--- config.mk ---
export PLATFORM = sky130hd
export DESIGN_NAME = otter_fetch_unit
export DESIGN_NICKNAME = d
export VERILOG_FILES = /design/src/rtl/otter_fetch_unit.sv
export SDC_FILE = /design/constraint.sdc
export NUM_CORES = 1
export LEC_CHECK = 0
export CAP_MARGIN = 20
export CORE_MARGIN = 2
export CORE_UTILIZATION = 41
export CTS_CLUSTER_SIZE = 10
export DETAILED_ROUTE_END_ITERATION = 10
export HOLD_SLACK_MARGIN = 0.06
export PLACE_DENSITY_LB_ADDON = 0.05
export SLEW_MARGIN = 20
export SYNTH_ARGS = -nofsm -noshare
export SYNTH_HDL_FRONTEND = slang
export SYNTH_SLANG_ARGS = --single-unit
--- constraint.sdc ---
create_clock -name CLK -period 3.34 [get_ports CLK]
set_input_delay 0.835 -clock CLK [delete_from_list [all_inputs] [get_ports CLK]]
set_output_delay 0.835 -clock CLK [all_outputs]
set_load 0.02 [all_outputs]
--- src/rtl/otter_fetch_unit.sv ---
// otter_fetch_unit
//   Program-counter register and instruction-fetch sequencer for the OTTER
//   core. Holds the architectural PC, fetches from instruction memory over a
//   req/ack handshake and hands the instruction to decode over valid/ready.
//
//   Optional feature macro: PC_MISALIGN_CHECK_EN
//     defined   -> a PC load with next_pc[1:0] != 0 raises a sticky
//                  misalign_err and parks in TRAP until a redirect.
//     undefined -> misalign_err tied to 0, misaligned targets are fetched.
//
//   Ports
//     CLK, RST         clock, async active-high reset
//     next_pc          PC-source mux output, sampled on a PC load
//     redirect         trap/interrupt PC load, flushes fetch/ir
//     imem_req/addr    fetch request and address (addr == pc)
//     imem_ack/rdata   memory response
//     ir_valid/ready   decode handshake, ir is the instruction register
//     pc, pc_plus4     current PC and pc+4 (mod 2^32) for mux select 0
//     misalign_err     sticky misaligned-PC flag
//
//   state | meaning
//   IDLE  | out of reset, first fetch issued on next edge
//   FETCH | imem_req high, waiting for imem_ack
//   HOLD  | ir valid, waiting for decode to accept it
//   TRAP  | misaligned PC loaded, waiting for redirect (macro only)

module otter_fetch_unit #(
  parameter logic [31:0] RESET_PC = 32'h0000_0000
) (
  input  logic        CLK,
  input  logic        RST,
  input  logic [31:0] next_pc,
  input  logic        redirect,
  output logic        imem_req,
  output logic [31:0] imem_addr,
  input  logic        imem_ack,
  input  logic [31:0] imem_rdata,
  output logic        ir_valid,
  input  logic        ir_ready,
  output logic [31:0] ir,
  output logic [31:0] pc,
  output logic [31:0] pc_plus4,
  output logic        misalign_err
);

`ifdef PC_MISALIGN_CHECK_EN
  typedef enum logic [1:0] {IDLE, FETCH, HOLD, TRAP} state_t;
`else
  typedef enum logic [1:0] {IDLE, FETCH, HOLD} state_t;
`endif

  state_t state;

  assign imem_addr = pc;
  assign pc_plus4  = pc + 32'd4;

`ifdef PC_MISALIGN_CHECK_EN
  logic misalign_q;
  logic target_misaligned;

  assign target_misaligned = (next_pc[1:0] != 2'b00);
  assign misalign_err      = misalign_q;

  always_ff @(posedge CLK or posedge RST) begin
    if (RST) begin
      state      <= IDLE;
      pc         <= RESET_PC;
      ir         <= 32'h0;
      ir_valid   <= 1'b0;
      imem_req   <= 1'b0;
      misalign_q <= 1'b0;
    end else if (redirect || (state == HOLD && ir_valid && ir_ready)) begin
      // PC load: redirect wins over ack/ready; any ack this cycle is dropped.
      pc       <= next_pc;
      ir_valid <= 1'b0;
      if (target_misaligned) begin
        state      <= TRAP;
        imem_req   <= 1'b0;
        misalign_q <= 1'b1;
      end else begin
        state      <= FETCH;
        imem_req   <= 1'b1;
        misalign_q <= 1'b0;
      end
    end else begin
      case (state)
        IDLE: begin
          state    <= FETCH;
          imem_req <= 1'b1;
        end
        FETCH: begin
          if (imem_ack) begin
            ir       <= imem_rdata;
            ir_valid <= 1'b1;
            imem_req <= 1'b0;
            state    <= HOLD;
          end
        end
        HOLD: ;
        TRAP: ;
        default: begin
          state    <= IDLE;
          imem_req <= 1'b0;
          ir_valid <= 1'b0;
        end
      endcase
    end
  end
`else
  assign misalign_err = 1'b0;

  always_ff @(posedge CLK or posedge RST) begin
    if (RST) begin
      state    <= IDLE;
      pc       <= RESET_PC;
      ir       <= 32'h0;
      ir_valid <= 1'b0;
      imem_req <= 1'b0;
    end else if (redirect || (state == HOLD && ir_valid && ir_ready)) begin
      // PC load: redirect wins over ack/ready; any ack this cycle is dropped.
      pc       <= next_pc;
      ir_valid <= 1'b0;
      state    <= FETCH;
      imem_req <= 1'b1;
    end else begin
      case (state)
        IDLE: begin
          state    <= FETCH;
          imem_req <= 1'b1;
        end
        FETCH: begin
          if (imem_ack) begin
            ir       <= imem_rdata;
            ir_valid <= 1'b1;
            imem_req <= 1'b0;
            state    <= HOLD;
          end
        end
        HOLD: ;
        default: begin
          state    <= IDLE;
          imem_req <= 1'b0;
          ir_valid <= 1'b0;
        end
      endcase
    end
  end
`endif

endmodule

# --- Yosys cells after proc, flatten, opt, wreduce, memory -nomap -nowiden ---
# Index checks and enable logic that the tools add are counted.
totals:
  output_inout_bits: 131
  inputBits: 69
  reg_bits: 68
op_classes:
  n_reduce_logical: 8
  muxes: 9
  n_bitwise: 1
  n_addsub: 1
  eq_ne: 5
op_table:
  columns: ["operator", "count"]
  rows:
  - ["32-bit by 3-bit adder with 32-bit output (second input constant)", 1]
  - ["2-bit one-hot mux with 3 select lines", 1]
  - ["1-bit 2-to-1 mux", 4]
  - ["2-bit 2-to-1 mux", 2]
  - ["2-bit by 1-bit != test with 1-bit output (second input constant)", 2]
  - ["2-bit AND reduction", 2]
  - ["3-bit != test (second input constant)", 1]
  - ["1-bit one-hot mux with 3 select lines", 1]
  - ["3-bit AND reduction", 1]
  - ["2-bit by 1-bit equality test with 1-bit output (second input constant)", 1]
  - ["2-bit equality test (second input constant)", 1]
  - ["1-bit logical AND", 2]
  - ["2-bit logical NOT", 1]
  - ["1-bit one-hot mux with 2 select lines", 1]
  - ["2-bit OR reduction", 1]
  - ["1-bit logical OR", 1]
  - ["1-bit inverter", 1]

# --- Depth between registers and ports, before layout ---
logic_depth:
  ltp_word: 6
  depth_mapped: 6

# --- Worst setup path after synthesis ---
# No wires, ideal clock.
synth_timing:
  kind: "register to output"
  start: "register pc[20], in the netlist imem_addr[20]"
  end: "output pc_plus4[31]"
  stages_incl_launch_ff: 5
  slack_ns: 0.675
  arrival_time_ns: 1.830
  path_cell_list: "dfrtp_1 > nand4_2 > or4_4 > nor4_4 > xor2_1"
synth_via:
  elab_chain_len: 1
synth_lines:
  columns: ["element", "line_no", "rtl"]
  rows:
  - ["from (decl)", "41", "output logic [31:0] pc,"]
  - ["from (signal assigned)", "121", "pc <= next_pc;"]
  - ["32-bit by 3-bit adder with 32-bit output", "55", "assign pc_plus4 = pc + 32'd4;"]
  - ["to (decl)", "42", "output logic [31:0] pc_plus4,"]
# No other way between the ends.

# --- Final worst setup path ---
layout_timing:
  start: "register pc[11], in the netlist imem_addr[11]"
  end: "output pc_plus4[24]"
# Same word-level chain as after synthesis.

==> run summary <==
- total design power: 2900 uW
- std cell rows: 33
- CTS Sinks: 67
- Hold Path Class: reg2reg
- post-synth cell types: 34
- number of buffers inserted to repair setup after CTS: 0
- number of pins exceeding their max-slew limit in the final report: 0
- Req. time, crit path: 2.50 ns
- maximum clock insertion buffer count: 2
- max_cap viols: 0
- ratio of total power to cell area: 524 nW/um^2
- switching share of power: 0.323
- peak fanout along the critical path: 8
- pin count of the biggest net entering global routing: 33
- number of nets at the end of the flow: 512
- peak clock frequency supported by timing: 310 MHz
- cell-internal power: 1960 uW
- CTS Buf Count: 9
- IO Port Bufs: 198
- setup repair after global routing missed its margin: true
- post-synthesis net count: 337
- slowest cell on the critical path: clkdlybuf4s50_1
- total number of yosys warnings: 0
- share of total power in combinational logic: 0.377
- cell-by-cell listing of the critical path: and4_2 > nand4_4 > nor3_1 > xor2_1 > clkdlybuf4s50_1
- later-pin clock latency in the skew report: 0.35 ns
- flops & latches, synth: 67
- num ports: 200
- clock period minus final worst setup slack: 3.22 ns
- grt total ovfl: 0
- DRC Markers: 0
- WL per Instance: 15.7 um
- Total Wirelength: 8.67 mm
- DR vias: 2662
- most used flip-flop cell after synthesis: dfrtp_1
- maximum level of the CTS H-tree: 3
- clock-pin transition on the worst setup and hold timing paths: 0.07 ns
- Critical Path AT: 2.39 ns
- first-pass GRT wire length: 13.2 mm
- share of layout cells above drive strength 1: 0.244
- number of failing hold endpoints at the final stage: 0
- drt via density: 4.82
- busiest layer in global routing: met2
- met3 Resource Use GR: 0.0766
- clock power share: 0.256
- total global routing track utilization: 0.195
- starting utilization of the core area: 0.417
- area of the mapped netlist: 3370 um^2
- vertical extent of the die: 94.7 um
- TritonRoute pass-1 iters: 4
- portion of the post-synthesis area used by sequential elements: 0.497
- filler cell count in the final layout: 624
- area added between synthesis and finish: 64.2%
- final sum of negative setup slack: 0 ns
- worst stage delay on the critical path: 0.62 ns
- clock tree from TritonCTS: done
- kind of launch point of the worst setup path: flop
- classification of the worst setup path: reg2out
- period utilisation layout: 0.966
- result of the run: completed
- # setup viols final: 0
- Avg Cell Area, Syn: 12.6 um^2
- placeable core region: 8090 um^2
- highest-count cells in the layout ignoring fill and taps: 189 x clkdlybuf4s50_1, 65 x dfrtp_1, 64 x mux2_2, 15 x xor2_1, 13 x xnor2_1
- Die Area: 8970 um^2
- cell chosen for the clock root: clkbuf_8
- initial antenna violation count: 0
- antenna diode instance count: 0
- Worst setup EP type: output pin
- HPWL reported at the end of detailed placement: 6.64 mm
- power dissipated by switching net loads: 938 uW
- Lkg Pwr: 0.00229 uW
- Async SR Flop Fraction: 1.00
- number of synthesized flops with an enable pin: 0
- worst vdd rail ir drop: 329 uV
- vias in the first global route: 2607
- die outline width: 94.7 um
- gp weighted congestion: 0.865
- antenna-violating nets left: 0
- part of the power in registers: 0.367
- most frequent standard cell in the layout excluding fill and tap cells: clkdlybuf4s50_1
- Post-Route Skew: 0.00704 ns
- gate count after technology mapping: 267
- met2 usage: 0.323
- number of violations reported at the end of detailed-routing iteration 0: 57
- met1 GRT Util: 0.222
critical path: cells and delay by family, from the launching register on:
family	cells	cell delay, ns
buf+inv	1	0.62
flops	1	0.45
simple gates	3	0.82
xor+xnor	1	0.16
per-stage QoR:
| stage | instance area, um^2 | util | hold slack [ns] | worst slack (ns) | cells |
|---|---|---|---|---|---|
| after CTS | 5510 | 0.681 | 0.512 | 0.0222 | 552 |
| final | 5540 | 0.684 | 0.508 | 0.115 | 552 |
| after global routing | 5540 | 0.684 | 0.523 | -0.0121 | 552 |
| after global placement | 5280 | 0.653 | 0.488 | 0.308 | 536 |
| after detailed placement | 5280 | 0.653 | 0.494 | 0.285 | 536 |
| after floorplan | 3370 | - | 0.491 | 0.675 | 267 |
flip-flops by register name (all words and copies together), names as in the netlist:
register / count
imem_addr: 32
ir: 32
ir_valid: 1
state: 2
power by group through the flow:
stage                     Sequential (uW)  Clock (uW)  Combinational (uW)
after global routing                 1090         802                1150
after detailed placement             1080           0                1100
after floorplan                      1240           0                 391
final                                1060         744                1090
after global placement               1070           0                1100
after CTS                            1060         761                1110
cell usage after synthesis, types with 2 or more instances:
library cell	instances	area, um^2
nor3_2	2	20.0
dfrtp_1	67	1680
nand2_1	9	33.8
buf_4	35	263
xnor2_1	13	114
and4_1	4	35.0
inv_1	5	18.8
clkbuf_1	2	7.51
nor3_1	7	35.0
and3_1	4	25.0
xor2_1	15	131
nor2_1	3	11.3
mux2_2	64	721
nand4_1	6	37.5
buf_2	7	35.0
nand3_1	6	30.0
cells by family after synthesis:
family                     count (synthesis)  share of synthesized area
muxes                                     64                      0.214
other                                      1                    0.00111
and+or+nand+nor                           51                      0.101
adders and majority gates                  1                    0.00371
xor gates and xnor gates                  28                     0.0727
DFF                                       67                      0.497
buffers and inverters                     49                     0.0961
AOI/OAI and AO/OA                          6                     0.0141
layout make-up:
| type | instances | area [um^2] | area share |
|---|---|---|---|
| Timing Repair Buffer | 208 | 2080 | 0.376 |
| Sequential cell | 67 | 1680 | 0.303 |
| Multi-Input combinational cell | 151 | 1410 | 0.254 |
| Tap cell | 105 | 131 | 0.0237 |
| Clock buffer | 10 | 128 | 0.0230 |
| Clock inverter | 6 | 90.1 | 0.0163 |
| Inverter | 5 | 18.8 | 0.00339 |
what timing repair did:
item                                    in CTS  in global routing
hold buffers                                 0                  0
gates cloned                                 0                  0
gates resized for setup                      6                 13
endpoints found under the setup margin       6                 11
final timing paths:
path / start / endpoint / slack [ns] / cells after the start
worst max register to register: state[1] / imem_addr[0] / 1.74 / 4
max in group asynchronous: RST / imem_addr[21] / 1.91 / 3
worst max-delay path: imem_addr[11] / pc_plus4[24] / 0.12 / 5
min in group asynchronous: RST / ir[15] / 0.80 / 2
worst min register to register: ir[12] / ir[12] / 0.51 / 1
worst min-delay path: ir[12] / ir[12] / 0.51 / 1
metal layers:
layer  wire, um  up-vias
met5          0        -
met4        205        0
met3        782       16
met2       4320      118
met1       3360     1288
li1           -     1240
Power figures use the tool's default switching activity.
